File: src/rtl/mpsoc_wb_loader.sv
// Wishbone boot-loader master: optionally zero-fills the tile program memory,
// then writes a stream of program words to consecutive word addresses while
// holding the tile's cores in reset until the image is loaded.
module mpsoc_wb_loader #(
    parameter int unsigned    AW        = 32,
    parameter int unsigned    DW        = 32,
    parameter logic [AW-1:0]  BASE_ADDR = AW'(32'h0000_0000),
    parameter logic [31:0]    MEM_WORDS = 32'h0080_0000,
    parameter int unsigned    TIMEOUT   = 256
) (
    input  logic          wb_clk_i,
    input  logic          wb_rst_ni,
    input  logic          start_i,
    input  logic          clear_i,
    input  logic [DW-1:0] s_data_i,
    input  logic          s_valid_i,
    input  logic          s_last_i,
    output logic          s_ready_o,
    output logic [AW-1:0] wb_adr_o,
    output logic [DW-1:0] wb_dat_o,
    output logic [3:0]    wb_sel_o,
    output logic          wb_we_o,
    output logic          wb_cyc_o,
    output logic          wb_stb_o,
    output logic [2:0]    wb_cti_o,
    output logic [1:0]    wb_bte_o,
    input  logic          wb_ack_i,
    input  logic          wb_err_i,
    output logic          cpu_rst_o,
    output logic          done_o,
    output logic          error_o,
    output logic [1:0]    err_code_o,
    output logic [31:0]   words_o
);

    localparam int unsigned TW = (TIMEOUT > 1) ? $clog2(TIMEOUT) : 1;

    typedef enum logic [2:0] {
        ST_IDLE  = 3'd0,
        ST_CLEAR = 3'd1,
        ST_LOAD  = 3'd2,
        ST_DONE  = 3'd3,
        ST_ERR   = 3'd4
    } state_e;

    localparam logic [1:0] CODE_NONE = 2'd0;
    localparam logic [1:0] CODE_BUS  = 2'd1;
    localparam logic [1:0] CODE_TMO  = 2'd2;
    localparam logic [1:0] CODE_OVF  = 2'd3;

    // Byte address of a word index, wrapping at AW bits.
    function automatic logic [AW-1:0] beat_addr(input logic [31:0] idx);
        beat_addr = BASE_ADDR + AW'({idx, 2'b00});
    endfunction

    state_e          state_q, state_d;
    logic [31:0]     idx_q, idx_d;
    logic [31:0]     words_q, words_d;
    logic            cyc_q, cyc_d;
    logic [AW-1:0]   adr_q, adr_d;
    logic [DW-1:0]   dat_q, dat_d;
    logic            last_q, last_d;
    logic [TW-1:0]   tmo_q, tmo_d;
    logic            done_q, done_d;
    logic            error_q, error_d;
    logic [1:0]      code_q, code_d;
    logic            cpu_rst_q, cpu_rst_d;

    // Next-state logic: beat termination takes priority over everything else
    // because only one beat is ever outstanding.
    always_comb begin
        state_d   = state_q;
        idx_d     = idx_q;
        words_d   = words_q;
        cyc_d     = cyc_q;
        adr_d     = adr_q;
        dat_d     = dat_q;
        last_d    = last_q;
        tmo_d     = tmo_q;
        done_d    = done_q;
        error_d   = error_q;
        code_d    = code_q;
        cpu_rst_d = cpu_rst_q;

        if (cyc_q) begin
            if (wb_err_i) begin
                // err wins over a simultaneous ack; the word is not counted
                cyc_d     = 1'b0;
                state_d   = ST_ERR;
                error_d   = 1'b1;
                code_d    = CODE_BUS;
                cpu_rst_d = 1'b1;
            end else if (wb_ack_i) begin
                cyc_d = 1'b0;
                case (state_q)
                    ST_CLEAR: begin
                        if (idx_q == (MEM_WORDS - 32'd1)) begin
                            idx_d   = 32'd0;
                            state_d = ST_LOAD;
                        end else begin
                            idx_d = idx_q + 32'd1;
                        end
                    end
                    ST_LOAD: begin
                        words_d = words_q + 32'd1;
                        idx_d   = idx_q + 32'd1;
                        if (last_q) begin
                            state_d   = ST_DONE;
                            done_d    = 1'b1;
                            cpu_rst_d = 1'b0;
                        end else if ((idx_q + 32'd1) == MEM_WORDS) begin
                            // next word would fall outside the memory
                            state_d   = ST_ERR;
                            error_d   = 1'b1;
                            code_d    = CODE_OVF;
                            cpu_rst_d = 1'b1;
                        end else begin
                            state_d = ST_LOAD;
                        end
                    end
                    default: begin
                        state_d = ST_IDLE;
                    end
                endcase
            end else if (tmo_q == TW'(TIMEOUT - 1)) begin
                cyc_d     = 1'b0;
                state_d   = ST_ERR;
                error_d   = 1'b1;
                code_d    = CODE_TMO;
                cpu_rst_d = 1'b1;
            end else begin
                tmo_d = tmo_q + TW'(1);
            end
        end else begin
            case (state_q)
                ST_IDLE, ST_DONE, ST_ERR: begin
                    if (start_i) begin
                        idx_d     = 32'd0;
                        words_d   = 32'd0;
                        done_d    = 1'b0;
                        error_d   = 1'b0;
                        code_d    = CODE_NONE;
                        cpu_rst_d = 1'b1;
                        state_d   = clear_i ? ST_CLEAR : ST_LOAD;
                    end else begin
                        state_d = state_q;
                    end
                end
                ST_CLEAR: begin
                    cyc_d = 1'b1;
                    tmo_d = '0;
                    adr_d = beat_addr(idx_q);
                    dat_d = '0;
                end
                ST_LOAD: begin
                    // s_ready_o is high here, so a valid word is a transfer
                    if (s_valid_i) begin
                        cyc_d  = 1'b1;
                        tmo_d  = '0;
                        adr_d  = beat_addr(idx_q);
                        dat_d  = s_data_i;
                        last_d = s_last_i;
                    end else begin
                        cyc_d = 1'b0;
                    end
                end
                default: begin
                    state_d = ST_IDLE;
                end
            endcase
        end
    end

    // State and output registers; reset drops the bus cycle immediately.
    always_ff @(posedge wb_clk_i or negedge wb_rst_ni) begin
        if (!wb_rst_ni) begin
            state_q   <= ST_IDLE;
            idx_q     <= 32'd0;
            words_q   <= 32'd0;
            cyc_q     <= 1'b0;
            adr_q     <= '0;
            dat_q     <= '0;
            last_q    <= 1'b0;
            tmo_q     <= '0;
            done_q    <= 1'b0;
            error_q   <= 1'b0;
            code_q    <= CODE_NONE;
            cpu_rst_q <= 1'b1;
        end else begin
            state_q   <= state_d;
            idx_q     <= idx_d;
            words_q   <= words_d;
            cyc_q     <= cyc_d;
            adr_q     <= adr_d;
            dat_q     <= dat_d;
            last_q    <= last_d;
            tmo_q     <= tmo_d;
            done_q    <= done_d;
            error_q   <= error_d;
            code_q    <= code_d;
            cpu_rst_q <= cpu_rst_d;
        end
    end

    assign s_ready_o  = (state_q == ST_LOAD) && !cyc_q;
    assign wb_adr_o   = adr_q;
    assign wb_dat_o   = dat_q;
    assign wb_sel_o   = {4{cyc_q}};
    assign wb_we_o    = cyc_q;
    assign wb_cyc_o   = cyc_q;
    assign wb_stb_o   = cyc_q;
    assign wb_cti_o   = 3'b000;
    assign wb_bte_o   = 2'b00;
    assign cpu_rst_o  = cpu_rst_q;
    assign done_o     = done_q;
    assign error_o    = error_q;
    assign err_code_o = code_q;
    assign words_o    = words_q;

endmodule

File: config.mk
export PLATFORM = sky130hd
export DESIGN_NAME = mpsoc_wb_loader
export DESIGN_NICKNAME = d
export VERILOG_FILES = /design/src/rtl/mpsoc_wb_loader.sv
export SDC_FILE = /design/constraint.sdc
export NUM_CORES = 1
export LEC_CHECK = 0
export BUFFER_PORTS_ARGS = -buffer_cell sky130_fd_sc_hd__buf_2
export CAP_MARGIN = 40
export CORE_MARGIN = 5
export CORE_UTILIZATION = 57
export CTS_BUF_LIST = sky130_fd_sc_hd__clkbuf_8
export CTS_CLUSTER_DIAMETER = 60
export CTS_CLUSTER_SIZE = 10
export DETAILED_ROUTE_END_ITERATION = 7
export GPL_ROUTABILITY_DRIVEN = 0
export HOLD_SLACK_MARGIN = 0.02
export PLACE_DENSITY = 0.84
export SETUP_SLACK_MARGIN = 0.05
export SLEW_MARGIN = 20
export SYNTH_ARGS = -nofsm -noshare
export SYNTH_HDL_FRONTEND = slang
export SYNTH_SLANG_ARGS = --single-unit
File: constraint.sdc
create_clock -name wb_clk_i -period 4.6 [get_ports wb_clk_i]
set_clock_uncertainty 0.15 [all_clocks]
set_input_delay 0.46 -clock wb_clk_i [delete_from_list [all_inputs] [get_ports wb_clk_i]]
set_output_delay 0.46 -clock wb_clk_i [all_outputs]
set_load 0.02 [all_outputs]
### Yosys cells after proc, flatten, opt, wreduce, memory -nomap -nowiden

Cells that the tools add are included.

| operators by class | value |
|---|---|
| muxes and demuxes | 68 |
| bitwise operators | 1 |
| equal/unequal tests | 24 |
| add/subtract/negate cells | 3 |
| reduce and logical (&&, ||, !) cells | 18 |

Operator list:

| cell | number |
|---|---|
| $mux 32 | 12 |
| $pmux 32 s2 | 3 |
| $add 32x1->32 const B | 2 |
| $mux 8 | 5 |
| $eq 32x23->1 const B | 1 |
| $eq 32x24->1 const B | 1 |
| $mux 1 | 26 |
| $mux 3 | 8 |
| $mux 2 | 10 |
| $reduce_and 5->1 | 4 |
| $pmux 8 s2 | 1 |
| $ne 4x3->1 const B | 3 |
| $pmux 3 s2 | 2 |
| $reduce_and 6->1 | 2 |
| $ne 2x2->1 const B | 5 |
| $add 8x1->8 const B | 1 |
| $eq 8x8->1 const B | 1 |
| $eq 3x2->1 const B | 2 |
| $ne 2x1->1 const B | 3 |
| $ne 3x3->1 const B | 2 |
| $reduce_and 3->1 | 2 |
| $reduce_bool 2->1 | 3 |
| $ne 5x3->1 const B | 1 |
| $ne 5x5->1 const B | 1 |
| other kinds (13) | 13 |

| storage, ports and cells | value |
|---|---|
| bits of input ports | 40 |
| output and inout port bits | 114 |
| register bits after elaboration | 146 |
| logic and storage cells | 126 |

### Longest topological paths before layout

| logic depth | value |
|---|---|
| depth in word-level cells | 8 |
| depth in mapped cells | 12 |
| gate-level depth less buffers | 9 |

### Least setup slack after synthesis

Ideal clock, no wire load.

| timing path | value |
|---|---|
| kind | register -> register |
| start | register idx_q[0] |
| end | register state_q[1] |
| setup slack | 1331 ps |
| required time | 4324 ps |
| period minus slack after synthesis | 3269 ps |
| path buffers | 2 |
| library setup time | 126 ps |
| stages on the path, launching flop included | 12 |
| data arrival time | 2993 ps |
| cell sequence | dfrtp_1 > ha_1 > buf_2 > nand4_4 > or4_1 > buf_6 > xnor2_1 > or4_1 > a2111o_1 > nor4_4 > nor2_1 > o32a_1 |

| on the way | value |
|---|---|
| word-level cells in the longest chain between the ends | 8 |
| elaborated cells between the ends (all ways) | 11 |
| classes of those cells | add/sub: 1; eq/ne: 3; mux: 6; reduce/logical: 1 |

RTL lines:

| item | line | source |
|---|---|---|
| start, declared | 57 | `logic [31:0] idx_q, idx_d;` |
| start signal, assigned | 191 | `idx_q <= idx_d;` |
| $add 32x1->32 | 111 | `end else if ((idx_q + 32'd1) == MEM_WORDS) begin` |
| $eq 32x24->1 | 111 |  |
| $mux 3 | 111 |  |
| $mux 3 | 107 | `if (last_q) begin` |
| $pmux 3 s2 | 95 | `case (state_q)` |
| $mux 3 | 93 | `end else if (wb_ack_i) begin` |
| $mux 3 | 86 | `if (wb_err_i) begin` |
| $mux 3 | 85 | `if (cyc_q) begin` |
| end signal, assigned | 190 | `state_q <= state_d;` |
| end, declared | 56 | `state_e state_q, state_d;` |

Parallel ways exist; a longest one is shown, timed or not.
A chain may end at the register's enable or synchronous reset.

### Final worst setup path

Same ends and word-level chain as after synthesis.

==> impl_metrics.ini <==
[run_status]
outcome = finished clean

[sta]
fin_ws_ns = 0.812
timing.final.max_slew_violations = 0
final-hold-violation-count = 0
rsz0062_at_grt = false
finalCritPeriodShare = 0.824
fin_tns_setup_ns = 0
max_freq_mhz = 264
tightestPinTransition_ns = 0.675
setup_viol = 0
relSlewSlack = 0.550
finalCriticalPeriod_ns = 3.79

[worst_hold_path]
hold_path_class = input port to flip-flop

[synthesis]
ys_ff_latch = 144
yosysSeqAreaShare = 0.493
netlist_top_cells_area = dfrtp_1, nand2_1, nand3_1, nor2_1, xor2_1
avgSynthCellArea_um2 = 8.65
netlist.area_leader.share = 0.489
synthFlopType = dfrtp_1
synth-async-reset-ratio = 1.00
netlist_area_um2 = 7310
synth_cell_types = 63
yosysTopAreaCell = dfrtp_1
synth_cells = 845
yosys_warnings = 0
synth_edf_count = 0

[grt]
grt_max_degree = 65
grt_pass1_wl_mm = 29.6
grt_usage = 0.244
grt_pass1_vias = 5981
overflow = 0
antenna_found_initial = 0

[layout]
nFillCells = 1027
final_nets = 1003
antennaDiodeCount = 0
fin_util = 0.671
area_growth_pct = 15.8
drive_gt1_frac = 0.209

[clocking]
cts_tree = yes
ctsRootBufferMaster = clkbuf_8
clock_latency_ns = 0.44
cts_buffers = 17
post_cts_resized = 0
clock_sinks = 144
htree_num_levels = 4
clk_pin_slew_worst_paths_ns = 0.08
clock_path_buffers = 2

[setup_path]
crit_fanout = 9
worstPathRequired_ns = 4.77
worstPathArrival_ns = 3.96
end_kind = flip-flop
cp-start-kind = flip-flop
critPathKind = flip-flop to flip-flop

[power]
leakagePower_nw = 4.33
max-vdd-ir-drop_mv = 0.286
powerDensity_nw_per_um2 = 446
p_total_mw = 3.78

[floorplan]
die_area_um2 = 15200
die_y_um = 123
io_pins = 154
core_um2 = 12600
die_w_um = 123
initial_utilization = 0.580
rows = 41

[route]
routedWlPerCell_um = 15.8
ant_nets = 0
routed_wl_mm = 18.0
via_per_inst = 5.64
drc_errors = 0
via_count = 6448
first_iter_violations = 490
drt_pass1_iterations = 5

[placement]
dp_slack_ns = 0.839
io_buffers = 146
dp_hpwl_mm = 12.5

[job]
drv_cap = 0
[logic make-up (layout without fill, tap and decap cells)]
family          count (synthesis)  count (layout)  synth area share
compound gates                128             128             0.110
xor+xnor                       48              48            0.0575
fa+ha+maj                       4               4           0.00684
buf+inv                        78             199            0.0522
flops                         144             144             0.493
mux                             3               3           0.00445
other cells                     1               7          0.000513
simple gates                  439             439             0.275
[metrics by stage]
step / cell area [um2] / cells / hold WS, ns
5_1_grt: 8470 / 1144 / 0.0530
3_5_place_dp: 8050 / 1111 / 0.300
6_report: 8470 / 1144 / 0.0807
2_1_floorplan: 7340 / 851 / 0.0144
4_1_cts: 8470 / 1144 / 0.0545
3_3_place_gp: 8050 / 1111 / 0.294
[registers in the layout, indices dropped and copies added (netlist names), 2 cells and up]
signal      cells
tmo_q           8
state_q         3
err_code_o      2
wb_dat_o       32
wb_adr_o       30
words_o        32
idx_q          32
[cells in the final DEF (no fill, tap or decap), types with 3 or more instances in the layout]
cell type,netlist,final
bufinv_16,0,3
a31oi_1,3,3
ha_1,4,4
a21o_1,5,5
o41ai_1,3,3
xnor2_1,18,18
a21oi_1,24,22
buf_4,17,10
o211ai_1,3,3
or3_1,11,11
buf_2,14,145
nand3_1,59,59
nor2_1,70,69
inv_1,10,14
nor4_1,10,10
nand4_1,23,23
clkbuf_8,0,19
or2_2,3,3
nand2b_1,5,5
o31a_1,3,3
o31ai_1,10,10
nand3b_1,3,3
nand2_1,216,216
conb_1,1,7
o21ai_0,47,47
nor3_1,11,11
and3_1,10,10
o21ai_1,8,7
xor2_1,30,30
or4_1,6,6
dfrtp_1,143,143
and4_1,3,3
[per-layer routing]
| metal | routed length [um] | vias to the layer above | part of all wire | global-route usage |
|---|---|---|---|---|
| met5 | 0 | - | 0 | 0 |
| met4 | 410 | 0 | 0.023 | 0.0955 |
| met3 | 1350 | 43 | 0.075 | 0.0704 |
| met2 | 8380 | 250 | 0.46 | 0.367 |
| met1 | 7900 | 3054 | 0.44 | 0.336 |
| li1 | - | 3101 | - | - |
[critical path, cell delays in order (launching register included)]
cell,delay [ns]
dfrtp_1,0.47
ha_1,0.38
nand4_4,0.16
or4_1,0.71
xnor2_1,0.20
or4_1,0.42
a2111o_1,0.34
nor4_4,0.43
nor2_1,0.10
o32a_1,0.30
[path summary, 6_finish.rpt]
check	slack, ns	to	from	cells past startpoint
max reg2reg	0.81	state_q[1]$_DFFE_PN0P_	idx_q[0]$_DFFE_PN0P_	9
max in group asynchronous	2.91	wb_dat_o[3]$_DFFE_PN0P_	wb_rst_ni	3
max	0.81	state_q[1]$_DFFE_PN0P_	idx_q[0]$_DFFE_PN0P_	9
min in group asynchronous	0.41	wb_adr_o[26]$_DFFE_PN0P_	wb_rst_ni	2
min	0.08	wb_dat_o[5]$_DFFE_PN0P_	s_data_i[5]	3
min reg2reg	0.31	wb_dat_o[20]$_DFFE_PN0P_	wb_dat_o[20]$_DFFE_PN0P_	2
[cell type report]
class | instances | area (um2) | area share
Clock buffer | 19 | 262 | 0.0309
Clock inverter | 13 | 148 | 0.0174
Inverter | 10 | 37.5 | 0.00443
Multi-Input combinational cell | 629 | 3380 | 0.399
Sequential cell | 144 | 3600 | 0.426
Tap cell | 172 | 215 | 0.0254
Timing Repair Buffer | 157 | 822 | 0.0971
[timing repair]
| item | 4_1_cts | 5_1_grt |
|---|---|---|
| hold endpoints to repair | 57 | 0 |
| setup buffers | 0 | 0 |
| hold buffers | 1 | 0 |
[synth_stat cells (all sizes together), types with 2 or more instances]
| cell type | number |
|---|---|
| mux2 | 2 |
| buf | 34 |
| nor4 | 12 |
| o31a | 3 |
| nand3 | 60 |
| inv | 10 |
| nand2b | 5 |
| nand4 | 24 |
| o21ai | 55 |
| o21a | 2 |
| o211ai | 3 |
| a31oi | 3 |
| o41ai | 3 |
| o32ai | 2 |
| o31ai | 10 |
| a32o | 2 |
| clkbuf | 34 |
| nor3 | 12 |
| or3 | 11 |
| nand2 | 216 |
| a211oi | 2 |
| nor2 | 70 |
| or4 | 6 |
| and3 | 10 |
| and4 | 3 |
| a21o | 5 |
| a21oi | 24 |
| a211o | 2 |
| ha | 4 |
| xor2 | 30 |
| dfrtp | 143 |
| nand3b | 3 |
| xnor2 | 18 |
| or2 | 4 |
[power by group]
group | internal [mW] | total [mW] | switching (mW)
Clock | 0.557 | 1.02 | 0.462
Sequential | 1.43 | 1.58 | 0.141
Combinational | 0.337 | 1.18 | 0.845
Total | 2.33 | 3.78 | 1.45
(Power assumes the default switching activity.)
